<file path="src/rtl/run_sequencer.sv">
// Harness controller for the 9-bit core: one core reset, then NUM_PROGS start/run/report
// cycles, each measuring Start-release-to-Ack latency under a watchdog.
module run_sequencer #(
  parameter int NUM_PROGS = 3,
  parameter int RESET_CYC = 2,
  parameter int START_CYC = 2,
  parameter int CW        = 16,
  parameter int TIMEOUT   = 50000
) (
  input  logic          Clk,
  input  logic          Reset,
  input  logic          Go,
  input  logic          DutAck,
  output logic          DutReset,
  output logic          DutStart,
  output logic [1:0]    ProgIdx,
  output logic          Busy,
  output logic          Done,
  output logic          ResValid,
  input  logic          ResReady,
  output logic [1:0]    ResProg,
  output logic [CW-1:0] ResCycles,
  output logic          ResTimeout
);

  typedef enum logic [2:0] {
    S_IDLE, S_RST, S_START, S_RUN, S_REPORT, S_DONE
  } state_t;

  localparam int PH_MAX = (RESET_CYC > START_CYC) ? RESET_CYC : START_CYC;
  localparam int PHW    = $clog2(PH_MAX + 1);

  localparam logic [PHW-1:0] RST_LAST  = PHW'(RESET_CYC - 1);
  localparam logic [PHW-1:0] ST_LAST   = PHW'(START_CYC - 1);
  localparam logic [CW-1:0]  TO_VAL    = CW'(TIMEOUT);
  localparam logic [1:0]     LAST_PROG = 2'(NUM_PROGS - 1);

  state_t          r_state, w_state_nxt;
  logic [PHW-1:0]  r_ph, w_ph_nxt;
  logic [CW-1:0]   r_cnt, w_cnt_nxt;
  logic [CW-1:0]   w_cnt_inc;
  logic            r_dut_reset, w_dut_reset_nxt;
  logic            r_dut_start, w_dut_start_nxt;
  logic [1:0]      r_prog_idx, w_prog_idx_nxt;
  logic            r_busy, w_busy_nxt;
  logic            r_done, w_done_nxt;
  logic            r_res_valid, w_res_valid_nxt;
  logic [1:0]      r_res_prog, w_res_prog_nxt;
  logic [CW-1:0]   r_res_cycles, w_res_cycles_nxt;
  logic            r_res_timeout, w_res_timeout_nxt;

  assign w_cnt_inc = r_cnt + CW'(1);

  always_ff @(posedge Clk) begin
    if (Reset) r_state <= S_IDLE;
    else       r_state <= w_state_nxt;
  end

  always_comb begin
    w_state_nxt       = r_state;
    w_ph_nxt          = r_ph;
    w_cnt_nxt         = r_cnt;
    w_dut_reset_nxt   = r_dut_reset;
    w_dut_start_nxt   = r_dut_start;
    w_prog_idx_nxt    = r_prog_idx;
    w_busy_nxt        = r_busy;
    w_done_nxt        = 1'b0;
    w_res_valid_nxt   = r_res_valid;
    w_res_prog_nxt    = r_res_prog;
    w_res_cycles_nxt  = r_res_cycles;
    w_res_timeout_nxt = r_res_timeout;
    case (r_state)
      S_IDLE: begin
        // Core reset is released as soon as the harness itself leaves reset.
        w_dut_reset_nxt = Go;
        if (Go) begin
          w_state_nxt    = S_RST;
          w_busy_nxt     = 1'b1;
          w_ph_nxt       = '0;
          w_prog_idx_nxt = 2'd0;
        end
      end
      S_RST: begin
        if (r_ph == RST_LAST) begin
          w_state_nxt     = S_START;
          w_dut_reset_nxt = 1'b0;
          w_dut_start_nxt = 1'b1;
          w_ph_nxt        = '0;
        end else begin
          w_ph_nxt = r_ph + PHW'(1);
        end
      end
      S_START: begin
        if (r_ph == ST_LAST) begin
          w_state_nxt     = S_RUN;
          w_dut_start_nxt = 1'b0;
          w_cnt_nxt       = '0;
        end else begin
          w_ph_nxt = r_ph + PHW'(1);
        end
      end
      S_RUN: begin
        w_cnt_nxt = w_cnt_inc;
        // r_cnt is zero only in the first RUN cycle, which masks a stale Ack.
        if (DutAck && (r_cnt != '0)) begin
          w_state_nxt       = S_REPORT;
          w_res_valid_nxt   = 1'b1;
          w_res_prog_nxt    = r_prog_idx;
          w_res_cycles_nxt  = w_cnt_inc;
          w_res_timeout_nxt = 1'b0;
        end else if (w_cnt_inc == TO_VAL) begin
          w_state_nxt       = S_REPORT;
          w_res_valid_nxt   = 1'b1;
          w_res_prog_nxt    = r_prog_idx;
          w_res_cycles_nxt  = TO_VAL;
          w_res_timeout_nxt = 1'b1;
        end
      end
      S_REPORT: begin
        if (ResReady) begin
          w_res_valid_nxt = 1'b0;
          if (r_prog_idx < LAST_PROG) begin
            w_prog_idx_nxt  = r_prog_idx + 2'd1;
            w_state_nxt     = S_START;
            w_dut_start_nxt = 1'b1;
            w_ph_nxt        = '0;
          end else begin
            w_state_nxt = S_DONE;
            w_done_nxt  = 1'b1;
            w_busy_nxt  = 1'b0;
          end
        end
      end
      S_DONE: begin
        w_state_nxt    = S_IDLE;
        w_prog_idx_nxt = 2'd0;
      end
      default: w_state_nxt = S_IDLE;
    endcase
  end

  always_ff @(posedge Clk) begin
    if (Reset) begin
      r_ph          <= '0;
      r_cnt         <= '0;
      r_dut_reset   <= 1'b1;
      r_dut_start   <= 1'b0;
      r_prog_idx    <= 2'd0;
      r_busy        <= 1'b0;
      r_done        <= 1'b0;
      r_res_valid   <= 1'b0;
      r_res_prog    <= 2'd0;
      r_res_cycles  <= '0;
      r_res_timeout <= 1'b0;
    end else begin
      r_ph          <= w_ph_nxt;
      r_cnt         <= w_cnt_nxt;
      r_dut_reset   <= w_dut_reset_nxt;
      r_dut_start   <= w_dut_start_nxt;
      r_prog_idx    <= w_prog_idx_nxt;
      r_busy        <= w_busy_nxt;
      r_done        <= w_done_nxt;
      r_res_valid   <= w_res_valid_nxt;
      r_res_prog    <= w_res_prog_nxt;
      r_res_cycles  <= w_res_cycles_nxt;
      r_res_timeout <= w_res_timeout_nxt;
    end
  end

  assign DutReset   = r_dut_reset;
  assign DutStart   = r_dut_start;
  assign ProgIdx    = r_prog_idx;
  assign Busy       = r_busy;
  assign Done       = r_done;
  assign ResValid   = r_res_valid;
  assign ResProg    = r_res_prog;
  assign ResCycles  = r_res_cycles;
  assign ResTimeout = r_res_timeout;

endmodule

</file>
<file path="config.mk">
export PLATFORM = sky130hd
export DESIGN_NAME = run_sequencer
export DESIGN_NICKNAME = d
export VERILOG_FILES = /design/src/rtl/run_sequencer.sv
export SDC_FILE = /design/constraint.sdc
export NUM_CORES = 1
export LEC_CHECK = 0
export ABC_AREA = 1
export CAP_MARGIN = 20
export CORE_MARGIN = 10
export CORE_UTILIZATION = 59
export CTS_BUF_LIST = sky130_fd_sc_hd__clkbuf_4 sky130_fd_sc_hd__clkbuf_8 sky130_fd_sc_hd__clkbuf_16
export DETAILED_ROUTE_END_ITERATION = 8
export PLACE_DENSITY = 0.95
export SLEW_MARGIN = 20
export SYNTH_ARGS = -nofsm -noshare
export SYNTH_HDL_FRONTEND = slang
export SYNTH_SLANG_ARGS = --single-unit
</file>
<file path="constraint.sdc">
create_clock -name Clk -period 5.55 [get_ports Clk]
set_input_delay 1.11 -clock Clk [delete_from_list [all_inputs] [get_ports Clk]]
set_output_delay 1.11 -clock Clk [all_outputs]
set_load 0.03 [all_outputs]
</file>
==> flow_metrics.tcl <==
set metrics [dict create \
    critPathRequiredTime_ns 4.44 \
    antenna_left 0 \
    p_per_area_nw_per_um2 310 \
    period_minus_slack_ns 2.55 \
    critPathTopFamily "buffers and inverters" \
    wl_per_cell_um 14.8 \
    n_fill_cell 314 \
    drtPass1Iterations 5 \
    yosys_warnings 0 \
    critical-path-max-stage-delay_ns 0.71 \
    antenna_found_initial 0 \
    run_status "complete, no violations" \
    placed_cells 440 \
    slew_headroom_pct 39.0 \
    multi_input_area_um2 1320 \
    cts_tree "done" \
    period_share_pct 45.9 \
    syn_area_um2 2480 \
    ys_types 34 \
    clock_latency_ns 0.31 \
    cts_buffers 5 \
    hold_ws_ns 0.464 \
    grt_pass1_vias 2497 \
    drt_iter0_markers 285 \
    path_buf_inv 1 \
    fin_util_pct 72.0 \
    final-max-slew-violation-count 0 \
    cts_root_buf "clkbuf_8" \
    dieArea_um2 7190 \
    post-cts-setup-buffers 0 \
    power_switching_share_pct 34.8 \
    max_slew.worst_pin.slew_ns 0.912 \
    ys_seq_area_share_pct 38.0 \
    crit_chain "clkdlybuf4s50_1" \
    switchingPower_uw 313 \
    intPower_uw 585 \
    total_power_uw 898 \
    start_util_pct 61.5 \
    port_buffers 30 \
    synth_nets 381 \
    synth_ff_type "dfxtp_1" \
    synth_edf_count 0 \
    startpoint_type "register" \
    drive_above_1_share_pct 7.29 \
    syn2layout_area_growth_pct 17.1 \
    cp.arrival_ns 1.44 \
    finalHoldViolations 0 \
    place.gp.congestion 0.911 \
    ys_ff_latch 47 \
    avgSynthCellArea_um2 6.68 \
    combPwrFrac_pct 27.3 \
    fin_skew_ns 0.0133 \
    leakagePower_nw 1.09 \
    rows 23 \
    cap_violations 0 \
    critPathMaxFanout 5 \
    clockPowerShare_pct 29.1 \
    die_w_um 84.8 \
    timing.fmax_mhz 392 \
    worstHoldPathType "register to register" \
    stdcell_count 448 \
    setup_tns_ns 0 \
    drc_errors 0 \
    ios 31 \
    regToRegSetupSlack_ns 3.27 \
    pwr-share-seq_pct 43.6 \
    seq_area_um2 941 \
    peakVddDrop_mv 0.242 \
    n_antenna_cell 0 \
    synthArstFlopShare_pct 0 \
    dieHeight_um 84.8 \
    hpwl_um 4740 \
    core_region_area_um2 4030 \
    via_count 2570 \
    via_per_inst 5.74 \
    clock_path_buffers 2 \
    grt_first_pass_wirelength_um 11300 \
    grt_max_degree 29 \
    setup_viol 0 \
    cp-end-kind "output pin" \
    finalWirelength_um 6620 \
    synthCells 371 \
    grt-ovfl-total 0 \
    rsz0062_at_grt "false" \
    clk_pin_slew_ns 0.09 \
    postCtsResizedCells 0 \
    cts_sinks 47 \
    fin_nets 407 \
    holdBufCountCts 0 \
    crit_slowest_cell "clkdlybuf4s50_1" \
    cts_max_level 2 \
    grt_usage_pct 18.6 \
    worst-setup-path-type "register to output pin" \
]
## through the flow
step | cell area (µm²) | worst slack [ns]
CTS | 2900 | 3.01
detailed placement | 2790 | 2.79
global route | 2900 | 2.97
floorplan | 2480 | 3.66
global placement | 2790 | 2.85
finish | 2900 | 3.00
## cell type report
| class | count | share of cell area [%] |
|---|---|---|
| inverter | 42 | 5.43 |
| tap | 50 | 2.16 |
| sequential | 47 | 32.4 |
| multi-input combinational | 270 | 45.4 |
| timing repair buffer | 31 | 10.6 |
| clock buffer | 5 | 2.37 |
| clock inverter | 3 | 1.64 |
## synthesized netlist by cell type (2+ instances only)
cell type | number | area share, %
nand2_1 | 112 | 17
dfxtp_1 | 47 | 38
a21oi_1 | 45 | 9.1
inv_1 | 41 | 6.2
nand3_1 | 28 | 5.7
nor2_1 | 25 | 3.8
o21ai_0 | 10 | 2.0
clkbuf_1 | 7 | 1.1
nand4_1 | 7 | 1.8
nor2_2 | 7 | 1.8
nor3_1 | 7 | 1.4
ha_1 | 5 | 2.5
nand2_2 | 4 | 1.0
a211oi_1 | 2 | 0.61
buf_1 | 2 | 0.30
buf_6 | 2 | 0.91
nand2_4 | 2 | 0.91
o21ai_1 | 2 | 0.40
## final timing paths
kind / from / endpoint / cells after the start
setup reg to reg: r_cnt[0]$_SDFFE_PP0P_ / ResValid$_SDFFE_PP0P_ / 12
setup / recovery: ProgIdx[1]$_SDFFE_PP0P_ / ProgIdx[1] / 1
hold / removal: ResCycles[0]$_SDFFE_PP0P_ / ResCycles[0]$_SDFFE_PP0P_ / 2
hold reg to reg: ResCycles[0]$_SDFFE_PP0P_ / ResCycles[0]$_SDFFE_PP0P_ / 2
## layer usage
metal	up-vias	part of all wire [%]	global-route usage, %	wire, µm
met2	110	50	33.7	3300
met5	-	0	0	0
met4	0	2.5	7.49	167
li1	1252	-	-	-
met1	1187	41	20.0	2720
met3	21	6.6	4.68	436
## kinds of logic (layout without fill, tap and decap cells)
group	count (synthesis)	after routing	synth area share (%)
AOI/OAI and AO/OA	66	66	14.5
adders and majority gates	5	5	2.52
xor gates and xnor gates	1	1	0.353
and+or+nand+nor	198	198	35.7
buffers and inverters	54	81	8.94
DFF	47	47	38.0
## flip-flops by register name (all words and copies together) (netlist names)
name	flops
ResCycles	16
r_cnt	16
r_state	3
ProgIdx	2
ResProg	2
r_ph	2
Busy	1
Done	1
DutReset	1
DutStart	1
ResTimeout	1
ResValid	1
## power groups by stage
stage               registers, mW  logic [mW]  clock network, mW
finish                      0.392       0.245              0.262
global route                0.395       0.271              0.274
CTS                         0.391       0.243              0.263
detailed placement          0.398       0.240                  0
global placement            0.398       0.237                  0
floorplan                   0.420       0.149                  0
## worst reg2reg max path, stage by stage (launching register included)
cell	delay [ns]
dfxtp_1	0.37
inv_1	0.19
ha_1	0.18
nand4_1	0.10
nor2_1	0.13
nand3_1	0.13
nand2_1	0.23
inv_1	0.24
nor2_2	0.20
nand2_1	0.15
nand2_1	0.10
nand2_1	0.07
a21oi_2	0.12
## cells in the final DEF (no fill, tap or decap), types with 2 or more instances in the layout
master / n
a211oi_1: 2
a21oi_1: 45
clkbuf_8: 5
clkdlybuf4s50_1: 30
dfxtp_1: 47
ha_1: 5
inv_1: 41
nand2_1: 112
nand2_2: 4
nand2_4: 2
nand3_1: 28
nand4_1: 7
nor2_1: 25
nor2_2: 7
nor3_1: 7
o21ai_0: 10
o21ai_1: 2
No activity file was read; power rests on OpenSTA's default activity.
